### src/rtl/simplez_tx.sv
// simplez_tx: 8N1 serial transmitter with a one-byte holding register.
// A buffered byte is reloaded into the shifter at the stop bit for gapless frames.
module simplez_tx #(
  parameter int BAUDDIV = 104
) (
  input  logic       clk,
  input  logic       rstn,
  input  logic [7:0] data,
  input  logic       wr,
  output logic       ready,
  output logic       busy,
  output logic       tx
);

  typedef enum logic [1:0] {
    S_IDLE,
    S_START,
    S_DATA,
    S_STOP
  } state_e;

  localparam logic [15:0] BMAX = 16'(BAUDDIV - 1);

  state_e      state_q, state_d;
  logic [7:0]  hold_q, hold_d;
  logic        full_q, full_d;
  logic [7:0]  shift_q, shift_d;
  logic [15:0] cnt_q, cnt_d;
  logic [2:0]  idx_q, idx_d;
  logic        tx_q, tx_d;
  logic        busy_q, busy_d;

  logic bit_end;
  logic reload;
  logic accept;

  assign bit_end = (cnt_q == BMAX);
  assign reload  = full_q &&
                   ((state_q == S_IDLE) ||
                    ((state_q == S_STOP) && bit_end));
  assign accept  = wr && !full_q;

  assign ready = !full_q;
  assign busy  = busy_q;
  assign tx    = tx_q;

  // State and datapath registers; reset idles the line high.
  always_ff @(posedge clk or negedge rstn) begin
    if (!rstn) begin
      state_q <= S_IDLE;
      hold_q  <= '0;
      full_q  <= 1'b0;
      shift_q <= '0;
      cnt_q   <= '0;
      idx_q   <= '0;
      tx_q    <= 1'b1;
      busy_q  <= 1'b0;
    end else begin
      state_q <= state_d;
      hold_q  <= hold_d;
      full_q  <= full_d;
      shift_q <= shift_d;
      cnt_q   <= cnt_d;
      idx_q   <= idx_d;
      tx_q    <= tx_d;
      busy_q  <= busy_d;
    end
  end

  // Next-state logic for the frame sequencer.
  always_comb begin
    state_d = state_q;
    unique case (state_q)
      S_IDLE:  if (full_q) state_d = S_START;
      S_START: if (bit_end) state_d = S_DATA;
      S_DATA:  if (bit_end && idx_q == 3'd7) state_d = S_STOP;
      S_STOP:  if (bit_end) state_d = full_q ? S_START : S_IDLE;
      default: state_d = S_IDLE;
    endcase
  end

  // Holding register, shifter, baud counter and bit index updates.
  always_comb begin
    hold_d  = hold_q;
    full_d  = full_q;
    shift_d = shift_q;
    cnt_d   = cnt_q;
    idx_d   = idx_q;
    if (reload) begin
      full_d  = 1'b0;
      shift_d = hold_q;
    end else if (accept) begin
      full_d = 1'b1;
      hold_d = data;
    end
    if (state_q == S_IDLE || bit_end) begin
      cnt_d = '0;
    end else begin
      cnt_d = cnt_q + 16'd1;
    end
    if (reload || state_q == S_START) begin
      idx_d = '0;
    end else if (state_q == S_DATA && bit_end) begin
      idx_d = idx_q + 3'd1;
    end
  end

  // Registered line and busy values derived from the upcoming state.
  always_comb begin
    tx_d   = 1'b1;
    busy_d = 1'b0;
    unique case (state_d)
      S_IDLE: begin
        tx_d   = 1'b1;
        busy_d = 1'b0;
      end
      S_START: begin
        tx_d   = 1'b0;
        busy_d = 1'b1;
      end
      S_DATA: begin
        tx_d   = shift_d[idx_d];
        busy_d = 1'b1;
      end
      S_STOP: begin
        tx_d   = 1'b1;
        busy_d = 1'b1;
      end
      default: begin
        tx_d   = 1'b1;
        busy_d = 1'b0;
      end
    endcase
  end

endmodule

### config.mk
export PLATFORM = sky130hd
export DESIGN_NAME = simplez_tx
export DESIGN_NICKNAME = d
export VERILOG_FILES = /design/src/rtl/simplez_tx.sv
export SDC_FILE = /design/constraint.sdc
export NUM_CORES = 1
export LEC_CHECK = 0
export BUFFER_PORTS_ARGS = -buffer_cell sky130_fd_sc_hd__buf_4
export CAP_MARGIN = 20
export CORE_MARGIN = 2
export CORE_UTILIZATION = 40
export DETAILED_ROUTE_END_ITERATION = 7
export PLACE_DENSITY = 0.62
export SLEW_MARGIN = 5
export SYNTH_ARGS = -nofsm -noshare
export SYNTH_HDL_FRONTEND = slang
export SYNTH_SLANG_ARGS = --single-unit
### constraint.sdc
create_clock -name clk -period 5.3 [get_ports clk]
set_input_delay 0.53 -clock clk [delete_from_list [all_inputs] [get_ports clk]]
set_output_delay 0.53 -clock clk [all_outputs]
set_load 0.01 [all_outputs]
==> metrics.txt, run 1 <==
Initial Util=41.1%; Routed WL=3800 µm; Syn. warnings=0; Post-DP HPWL=2640 µm; # fillers=478; worst slew pin tran=0.669 ns; Rows=26; Clock Sinks=40; Seq/Total Area, Yosys=48.3%; # setup viols final=0; Final Cell Area=2360 µm²; WP data arrival=3.11 ns; Placer Congestion=0.810; routed vias/inst=5.33; Leak=1.03 nW; Placed Area=2240 µm²; Final Hold Viols=0; Boundary Pins=14; WS Path Type=flip-flop to flip-flop; FF+latch area=1000 µm²; max frequency=0.344 GHz; met1 GRT Util=19.0%; share of post-route cells with drive strength above 1=26.3%; CTS tree=yes; gr ovfl total=0; max-slew violations=0; port bufs=13; crit path max fanout=7; max-cap viol count=0; VDD IR max=0.212 mV; GRT Resource Usage Total=13.9%; status=finished, final reports clean; root buffer cell=clkbuf_8; dpl cells=265; Syn Nets=205; initial antenna violation count=0; Finished Core Util=46.8%; startpoint types=flip-flop; Multi-input gate area=1020 µm²; Clock transition at path regs=0.08 ns; Slew headroom=55.3%; Final period util=54.8%; CTS Hold Bufs=0; busiest grt layer=met2; Remaining DRCs=0; antenna-violating nets left=0; Post-CTS Setup Bufs=0; Core Footprint=5040 µm²; met3 Use GR=2.96%; Clk Latency, worst-skew pair=0.29 ns; smallest setup slack after layout=2.40 ns; TritonRoute pass-1 iters=4; die area=5780 µm²; ant diodes=0; met2 usage=20.4%; pin count of the biggest net entering global routing=41; Final Non-Filler Cells=275; TritonCTS buffer count=5; synthesized cell area=2070 µm²; Gate Count Post-Synth=188; RSZ-0062 raised after global routing=false; WP data required=5.50 ns; Final Net Count=221; vias in the first global route=1369; die height=76.0 µm; Longest Clk Path Bufs=2; FF+latch count, synth=40; final total power=0.931 mW; power density cells=395 nW/µm²; CP Capture Type=flip-flop; WL/cell=13.8 µm; htree depth=2; minimum hold slack=0.206 ns; clk_skew=0.00212 ns; Fin Setup TNS=0 ns; Mapped Avg Cell Area=11.0 µm²; Area Overhead vs Synth=13.8%; first-pass GRT wire length=6500 µm; Netlist cell types=43; min-delay worst type=primary input to async pin; Final Critical Period=2.90 ns; PostCTS Resize Cnt=0; routed vias=1466; Die Width=76.0 µm; dpl ws=2.24 ns; DRT iter0 DRCs=79
==> worst paths after layout <==
path / slack, ns / cells past startpoint / end / startpoint
setup reg to reg: 2.40 / 8 / tx / cnt_q[0]
hold / removal: 0.21 / 1 / cnt_q[6] / rstn
max in group asynchronous: 4.73 / 1 / tx / rstn
setup / recovery: 2.40 / 8 / tx / cnt_q[0]
hold reg to reg: 0.51 / 1 / hold_q[2] / hold_q[2]
min in group clk: 0.46 / 2 / hold_q[4] / data[4]
==> cell usage in the layout, fill, tap and decap left out, drive strengths merged, types with 4 or more instances in the layout <==
| cell type | instances |
|---|---|
| o21ai | 10 |
| dfrtp | 39 |
| ha | 6 |
| nand3 | 7 |
| or3 | 4 |
| nand4 | 4 |
| xor2 | 10 |
| inv | 9 |
| mux2 | 19 |
| nand2 | 10 |
| a31oi | 4 |
| a21oi | 7 |
| nor2 | 17 |
| buf | 14 |
| clkbuf | 7 |
==> power breakdown <==
part,switching (mW),internal (mW),total (mW)
Sequential,0.0702,0.393,0.463
Combinational,0.0952,0.127,0.222
Clock,0.106,0.140,0.246
==> final cells by class <==
type                       instances  share of cell area, %
tap                               70                   3.71
inverter                           9                   1.43
multi-input combinational        133                   43.1
sequential                        40                   42.5
timing repair buffer              15                   4.77
clock buffer                       6                   3.08
clock inverter                     2                   1.48
==> routing by layer <==
metal,wire length [µm],part of all wire [%]
met2,1670,44
met4,71,1.9
met3,171,4.5
met1,1890,50
met5,0,0
==> flip-flops by register name, summed over array words and instances (netlist names) <==
signal,flops
idx_q,3
tx,1
cnt_q,16
shift_q,8
full_q,1
busy,1
state_q,2
hold_q,8
==> critical path: stages (launching register included) <==
cell and delay, ns:
dfrtp_1 0.41, ha_1 0.31, nand4b_1 0.22, or4_4 0.62, a221oi_1 0.50, ha_1 0.34
inv_1 0.11, a2111oi_4 0.04, a221oi_2 0.27
==> synth_stat cells (all sizes together) <==
cell,n,area share (%)
dfrtp,39,47
mux2,19,10
nor2,17,3.1
nand2,10,1.8
o21ai,10,3.0
xor2,10,4.2
inv,9,1.6
a21oi,7,2.2
nand3,7,1.7
clkbuf,6,1.1
ha,6,3.6
a31oi,4,1.2
nand4,4,1.2
or3,4,1.2
nand3b,3,1.1
nor2b,3,0.90
a211oi,2,0.72
a221oi,2,1.1
a31o,2,0.84
and2,2,0.60
and3,2,0.66
nor4,2,1.3
nor4b,2,0.84
o221ai,2,0.84
or4,2,1.1
xnor2,2,0.84
a2111oi,1,1.3
dfstp,1,1.3
nand2b,1,0.30
nand4b,1,0.42
nor3,1,0.24
o211ai,1,0.36
o21a,1,0.36
or2,1,0.30
or2b,1,0.36
or4b,1,0.66
==> logic make-up (layout without fill, tap and decap cells) <==
| logic type | Yosys count | count (layout) | synth area share (%) |
|---|---|---|---|
| mux | 19 | 19 | 10.5 |
| xor+xnor | 12 | 12 | 5.07 |
| buf+inv | 15 | 32 | 2.71 |
| flops | 40 | 40 | 48.3 |
| simple gates | 64 | 64 | 17.8 |
| compound gates | 32 | 32 | 12.0 |
| fa+ha+maj | 6 | 6 | 3.62 |
No activity file was read; power rests on OpenSTA's default activity.
==> inputs of run 2 (changes only) <==
- ABC_AREA: unset -> 1
- clock period: 5.3 -> 2.88 ns (I/O delays scaled with it)
==> metrics.txt, run 2 <==
final total power=2.15 mW (was 0.931 mW); number of flip-flops under the largest register name=16 (unchanged); Initial Util=41.2% (was 41.1%); Area Overhead vs Synth=14.2% (was 13.8%); Syn Nets=275 (was 205); root buffer cell=clkbuf_8 (unchanged); Final period util=73.1% (was 54.8%); Crit path max-delay family=adder cells (was simple AND/OR/NAND/NOR gates); Clk Latency, worst-skew pair=0.29 ns (about the same); Netlist cell types=32 (was 43); WP data arrival=2.33 ns (was 3.11 ns); GRT Resource Usage Total=14.1% (was 13.9%); max-slew violations=0 (unchanged); Die Width=76.3 µm (was 76.0 µm); asr flop ratio synth=100% (unchanged); met3 WL=134 µm (was 171 µm); routed vias=1582 (was 1466); Remaining DRCs=0 (unchanged); max-cap viol count=0 (unchanged); max frequency=0.475 GHz (was 0.344 GHz); WL/cell=10.3 µm (was 13.8 µm); synthesized cell area=2090 µm² (was 2070 µm²); ys flop type=dfrtp_1 (unchanged); TritonCTS buffer count=5 (unchanged); Slew headroom=66.2% (was 55.3%); CTS tree=yes (unchanged); max layer used=met4 (unchanged); die height=76.3 µm (was 76.0 µm); Boundary Pins=14 (unchanged); Placed Area=2250 µm² (was 2240 µm²); Post-CTS Setup Bufs=0 (unchanged); Metal-1 WL=1700 µm (was 1890 µm); dpl cells=337 (was 265); Slowest-stage cell, CP=dfrtp_1 (was or4_4); Final Critical Period=2.11 ns (was 2.90 ns); Placer Congestion=0.757 (was 0.810); routed wl met2=1700 µm (was 1670 µm); FF+latch count, synth=40 (unchanged); Core Footprint=5070 µm² (was 5040 µm²); WP data required=3.11 ns (was 5.50 ns); DRT iter0 DRCs=69 (was 79); crit path max fanout=13 (was 7); CP Capture Type=flip-flop (unchanged); status=finished, final reports clean (unchanged); commonest non-fill, non-tap cells in the layout=nand2_1 (52), inv_1 (46), dfrtp_1 (39) (was dfrtp_1 (39), mux2_2 (18), nor2_1 (17)); Gate Count Post-Synth=258 (was 188); Leak=1.28 nW (was 1.03 nW); Seq/Total Area, Yosys=47.9% (was 48.3%); Post-DP HPWL=2610 µm (was 2640 µm); HP Start=wr; slowest cell delay on critical path=0.40 ns (was 0.62 ns); top cell type's share of synthesized area=46.6% (was 47.0%); pin count of the biggest net entering global routing=41 (unchanged); die area=5830 µm² (was 5780 µm²); # setup viols final=0 (unchanged); htree depth=2 (unchanged); port bufs=13 (unchanged); CP startpoint=cnt_q[0] (unchanged); Commonest cells post-synth=nand2_1 (52), inv_1 (46), dfrtp_1 (39), nor2_1 (28), nand3_1 (18) (was dfrtp_1 (39), mux2_2 (18), nor2_1 (17), nand2_1 (10), xor2_1 (10)); Yosys top cell by area=dfrtp_1 (unchanged); share of post-route cells with drive strength above 1=17.8% (was 26.3%); RSZ-0062 raised after global routing=false (unchanged); Rows=26 (unchanged); first-pass GRT wire length=6640 µm (was 6500 µm); CP Cell Sequence=ha_1, nand3_1, nor2_2, nand2_2, nand2_4, inv_1, o22ai_1, nand2_1, inv_1, ha_1, a21oi_2 (was ha_1, nand4b_1, or4_4, a221oi_1, ha_1, inv_1, a2111oi_4, a221oi_2); power density cells=899 nW/µm² (was 395 nW/µm²); VDD IR max=0.315 mV (was 0.212 mV); initial antenna violation count=0 (unchanged); Final Hold Viols=0 (unchanged); startpoint types=flip-flop (unchanged); Fin Setup TNS=0 ns (unchanged); worst slew pin tran=0.506 ns (was 0.669 ns); clk_skew=0.00822 ns (was 0.00212 ns); Syn. warnings=0 (unchanged); Post-synth EDFFs=0 (unchanged); Final Non-Filler Cells=345 (was 275); Routed WL=3570 µm (was 3800 µm); min-delay worst type=primary input to flip-flop (was primary input to async pin); vias in the first global route=1490 (was 1369); gr ovfl total=0 (unchanged); Synth area leaders=dfrtp_1 (47%), nand2_1 (9.3%), inv_1 (8.2%) (was dfrtp_1 (47%), mux2_2 (9.8%), xor2_1 (4.2%)); Final Net Count=292 (was 221); ant diodes=0 (unchanged); TritonRoute pass-1 iters=4 (unchanged); worst reg2reg path startpoint=cnt_q[0] (unchanged); Mapped Avg Cell Area=8.11 µm² (was 11.0 µm²); most common cell after layout, fill and taps aside=nand2_1 (was dfrtp_1); WS Path Type=flip-flop to flip-flop (unchanged); Final Cell Area=2390 µm² (was 2360 µm²); Longest Clk Path Bufs=2 (unchanged); Clock Sinks=40 (unchanged); largest registers=cnt_q x16, hold_q x8, shift_q x8 (unchanged); antenna-violating nets left=0 (unchanged); count leader, synth=nand2_1 (was dfrtp_1); CP Buf/Inv Count=2 (was 1); routed vias/inst=4.59 (was 5.33); Clock transition at path regs=0.08 ns (about the same); Reg with most FFs=cnt_q (unchanged); PostCTS Resize Cnt=0 (unchanged)
[run 2: cell types whose count changed in the layout (fill, tap and decap cells not counted), moves of 4 or more]
cell     previous run  this run
a21oi_1             6        13
a31oi_1             4         0
inv_1               9        46
mux2_2             18         4
nand2_1            10        52
nand2_2             0         4
nand3_1             7        18
nor2_1             17        28
nor2_2              0         7
o21ai_1             2         6
or3_1               4         0
xor2_1             10         0
[run 2: worst paths after layout]
check / endpoint / slack, ns / depth (start not counted)
setup reg to reg: tx / 0.77 / 11
max in group asynchronous: tx / 1.99 / 2
hold reg to reg: cnt_q[0] / 0.47 / 1
hold / removal: full_q / 0.20 / 2
min in group asynchronous: cnt_q[5] / 0.51 / 2
setup / recovery: tx / 0.77 / 11
[run 2: cell families after synthesis]
family | synth area share [%]
buffers and inverters | 10.3
flip-flops | 47.9
multiplexers | 2.15
adder cells (fa/ha/maj) | 3.59
AO/OA/AOI/OAI | 8.43
AND/OR/NAND/NOR | 27.6
[run 2: metal layers]
metal  GRT usage [%]  vias up
li1                -      828
met1            18.0      726
met2            23.2       23
met3            4.27        5
met4            4.36        0
met5               0        -
[run 2: per-stage QoR]
stage	utilization [%]	worst slack [ns]	hold WS, ns
2_1_floorplan	-	1.08	-0.00759
3_3_place_gp	44.4	0.865	0.299
3_5_place_dp	44.4	0.801	0.300
4_1_cts	47.1	0.776	0.195
5_1_grt	47.1	0.552	0.208
6_report	47.1	0.774	0.198
[run 2: report_power, final]
group          switching (mW)  internal (mW)
clock                   0.192          0.341
sequential             0.0957          0.755
combinational           0.498          0.267
[run 2: final cells by class]
type	count	area, µm²
Clock inverter	2	60.1
Timing Repair Buffer	14	108
Clock buffer	5	68.8
Sequential cell	40	1000
Multi-Input combinational cell	164	875
Fill cell	519	2690
Tap cell	70	87.6
Inverter	50	189
[run 2: repair_timing]
item	in CTS	in global routing
hold endpoints to repair	39	0
hold buffers	1	0
setup endpoints to repair	0	0
[run 2: worst register-to-register path: cells and delay by family, from the launching register on]
family	cells	cell delay [ns]
AOI/OAI and AO/OA	2	0.26
adders and majority gates	2	0.53
buffers and inverters	2	0.36
DFF	1	0.40
and+or+nand+nor	5	0.48
==> inputs of run 3 (changes only) <==
- ABC_AREA: 1 -> 0
- clock period: 2.88 -> 2 ns (I/O delays scaled with it)
==> metrics.txt, run 3 (same netlist as run 1, synthesis figures left out) <==
CP Cell Sequence=or4_4, or4_4, a21oi_4, o21ai_4, mux2_4, a2111oi_4, a221oi_2 (was ha_1, nand3_1, nor2_2, nand2_2, nand2_4, inv_1, o22ai_1, nand2_1, inv_1, ha_1, a21oi_2); Worst Hold Depth=3 (was 2); Core Footprint=5040 µm² (was 5070 µm²); vias in the first global route=1607 (was 1490); Remaining DRCs=0 (unchanged); Final Net Count=266 (was 292); Reg with most FFs=cnt_q (unchanged); WP data required=2.21 ns (was 3.11 ns); Final Hold Viols=0 (unchanged); Fin Setup TNS=-4.62 ns (was 0 ns); slowest cell delay on critical path=0.59 ns (was 0.40 ns); Worst Reg2Reg Path Length in Cells=7 (was 11); Clk Latency, worst-skew pair=0.29 ns (about the same); flop2flop setup slack=-0.68 ns (was 0.77 ns); RSZ-0062 raised after global routing=true (was false); routed vias/inst=4.94 (was 4.59); ant diodes=0 (unchanged); DRT iter0 DRCs=56 (was 69); Final period util=134% (was 73.1%); routed vias=1582 (unchanged); number of flip-flops under the largest register name=16 (unchanged); max frequency=0.374 GHz (was 0.475 GHz); # setup viols final=32 (was 0); Clock transition at path regs=0.08 ns (about the same); Clock Sinks=40 (unchanged); Final Cell Area=2850 µm² (was 2390 µm²); TritonRoute pass-1 iters=4 (unchanged); die height=76.0 µm (was 76.3 µm); Routed WL=4290 µm (was 3570 µm); Finished Core Util=56.6% (was 47.1%); max-cap viol count=0 (unchanged); Area Overhead vs Synth=37.5% (was 14.2%); worst slew pin tran=0.649 ns (was 0.506 ns); Placer Congestion=0.874 (was 0.757); max-slew violations=0 (unchanged); WS Path Type=flip-flop to flip-flop (unchanged); min-delay worst type=primary input to flip-flop (unchanged); clk_skew=0.00823 ns (was 0.00822 ns); first-pass GRT wire length=7180 µm (was 6640 µm); WP data arrival=2.88 ns (was 2.33 ns); Die Width=76.0 µm (was 76.3 µm); port bufs=13 (unchanged); root buffer cell=clkbuf_8 (unchanged); most common cell after layout, fill and taps aside=buf_4 (was nand2_1); smallest setup slack after layout=-0.675 ns (was 0.774 ns); initial antenna violation count=0 (unchanged); TritonCTS buffer count=5 (unchanged); htree depth=2 (unchanged); Boundary Pins=14 (unchanged); pin count of the biggest net entering global routing=41 (unchanged); CTS tree=yes (unchanged); Final Critical Period=2.68 ns (was 2.11 ns); share of post-route cells with drive strength above 1=43.6% (was 17.8%); GRT Resource Usage Total=15.2% (was 14.1%); Longest Clk Path Bufs=2 (unchanged); Hold Crit Endpoint=full_q (unchanged); status=finished, violations left (was finished, final reports clean); RR Endpoint=tx (unchanged); startpoint types=flip-flop (unchanged); WL/cell=13.4 µm (was 10.3 µm); Final Non-Filler Cells=320 (was 345); VDD IR max=0.669 mV (was 0.315 mV); Post-DP HPWL=2930 µm (was 2610 µm); Slew headroom=56.4% (was 66.2%); minimum hold slack=0.134 ns (was 0.198 ns); Rows=26 (unchanged); commonest non-fill, non-tap cells in the layout=buf_4 (55), dfrtp_1 (39), mux2_2 (18) (was nand2_1 (52), inv_1 (46), dfrtp_1 (39)); crit path max fanout=7 (was 13); Crit path max-delay family=simple AND/OR/NAND/NOR gates (was adder cells); HP Start=wr (unchanged); final total power=2.92 mW (was 2.15 mW); largest registers=cnt_q x16, hold_q x8, shift_q x8 (unchanged); Placed Area=2560 µm² (was 2250 µm²); crit-path most repeated cell=or4_4; CP Capture Type=flip-flop (unchanged); die area=5780 µm² (was 5830 µm²); worst reg2reg path startpoint=cnt_q[8] (was cnt_q[0]); antenna-violating nets left=0 (unchanged); Initial Util=41.1% (was 41.2%); power density cells=1020 nW/µm² (was 899 nW/µm²); Slowest-stage cell, CP=or4_4 (was dfrtp_1); Leak=1.30 nW (was 1.28 nW); violated checks=negative setup slack; dpl ws=-0.619 ns (was 0.801 ns); gr ovfl total=0 (unchanged); CP Buf/Inv Count=0 (was 2); dpl cells=303 (was 337)
## run 3: cell types whose count changed in the layout (fill, tap and decap cells not counted), moves of 7 or more
cell | before | now
buf_4 | 13 | 55
mux2_2 | 4 | 18
xor2_1 | 0 | 9
nand2_1 | 52 | 9
nor2_1 | 28 | 17
nor2_2 | 7 | 0
a21oi_1 | 13 | 6
nand3_1 | 18 | 7
inv_1 | 46 | 9
## run 3: layout make-up
class / instances / area [µm²]
fillers: 428 / 2190
multi-input cells: 133 / 1090
flip-flops and latches: 40 / 1000
repair buffers: 60 / 477
clock inverters: 3 / 90.1
well taps: 70 / 87.6
clock buffers: 5 / 68.8
inverters: 9 / 33.8
## run 3: worst max-delay path by stage
stage                     startpoint  endpoint  slack, ns  depth (start not counted)
final                       cnt_q[8]        tx      -0.68                          7
after global routing        cnt_q[9]        tx      -0.76                         10
after CTS                   cnt_q[8]        tx      -0.63                          7
after detailed placement    cnt_q[8]        tx      -0.62                          7
after global placement      cnt_q[8]        tx      -0.59                          8
after floorplan             cnt_q[8]        tx      -0.58                          7
## run 3: routing by layer
layer / share of wire [%] / GRT usage, % / wire length (µm)
met1: 49 / 21.4 / 2120
met3: 1.7 / 2.13 / 74
met5: 0 / 0 / 0
met4: 1.1 / 5.45 / 46
met2: 48 / 24.3 / 2040
## run 3: repair_timing
action | in CTS | in global routing
hold endpoints to repair | 39 | 0
pin swaps | 0 | 5
setup buffers | 4 | 4
endpoints found under the setup margin | 30 | 32
hold buffers | 1 | 0
resized for setup | 3 | 11
## run 3: power breakdown
| group | switching (mW) | internal [mW] |
|---|---|---|
| Combinational | 0.346 | 0.491 |
| Clock | 0.278 | 0.624 |
| Sequential | 0.139 | 1.04 |
| Total | 0.763 | 2.16 |
## run 3: worst register-to-register path: cells and delay by family (launching register included)
family	cells	cell delay, ns
DFF	1	0.38
and+or+nand+nor	2	1.13
muxes	1	0.34
AOI/OAI and AO/OA	4	0.75
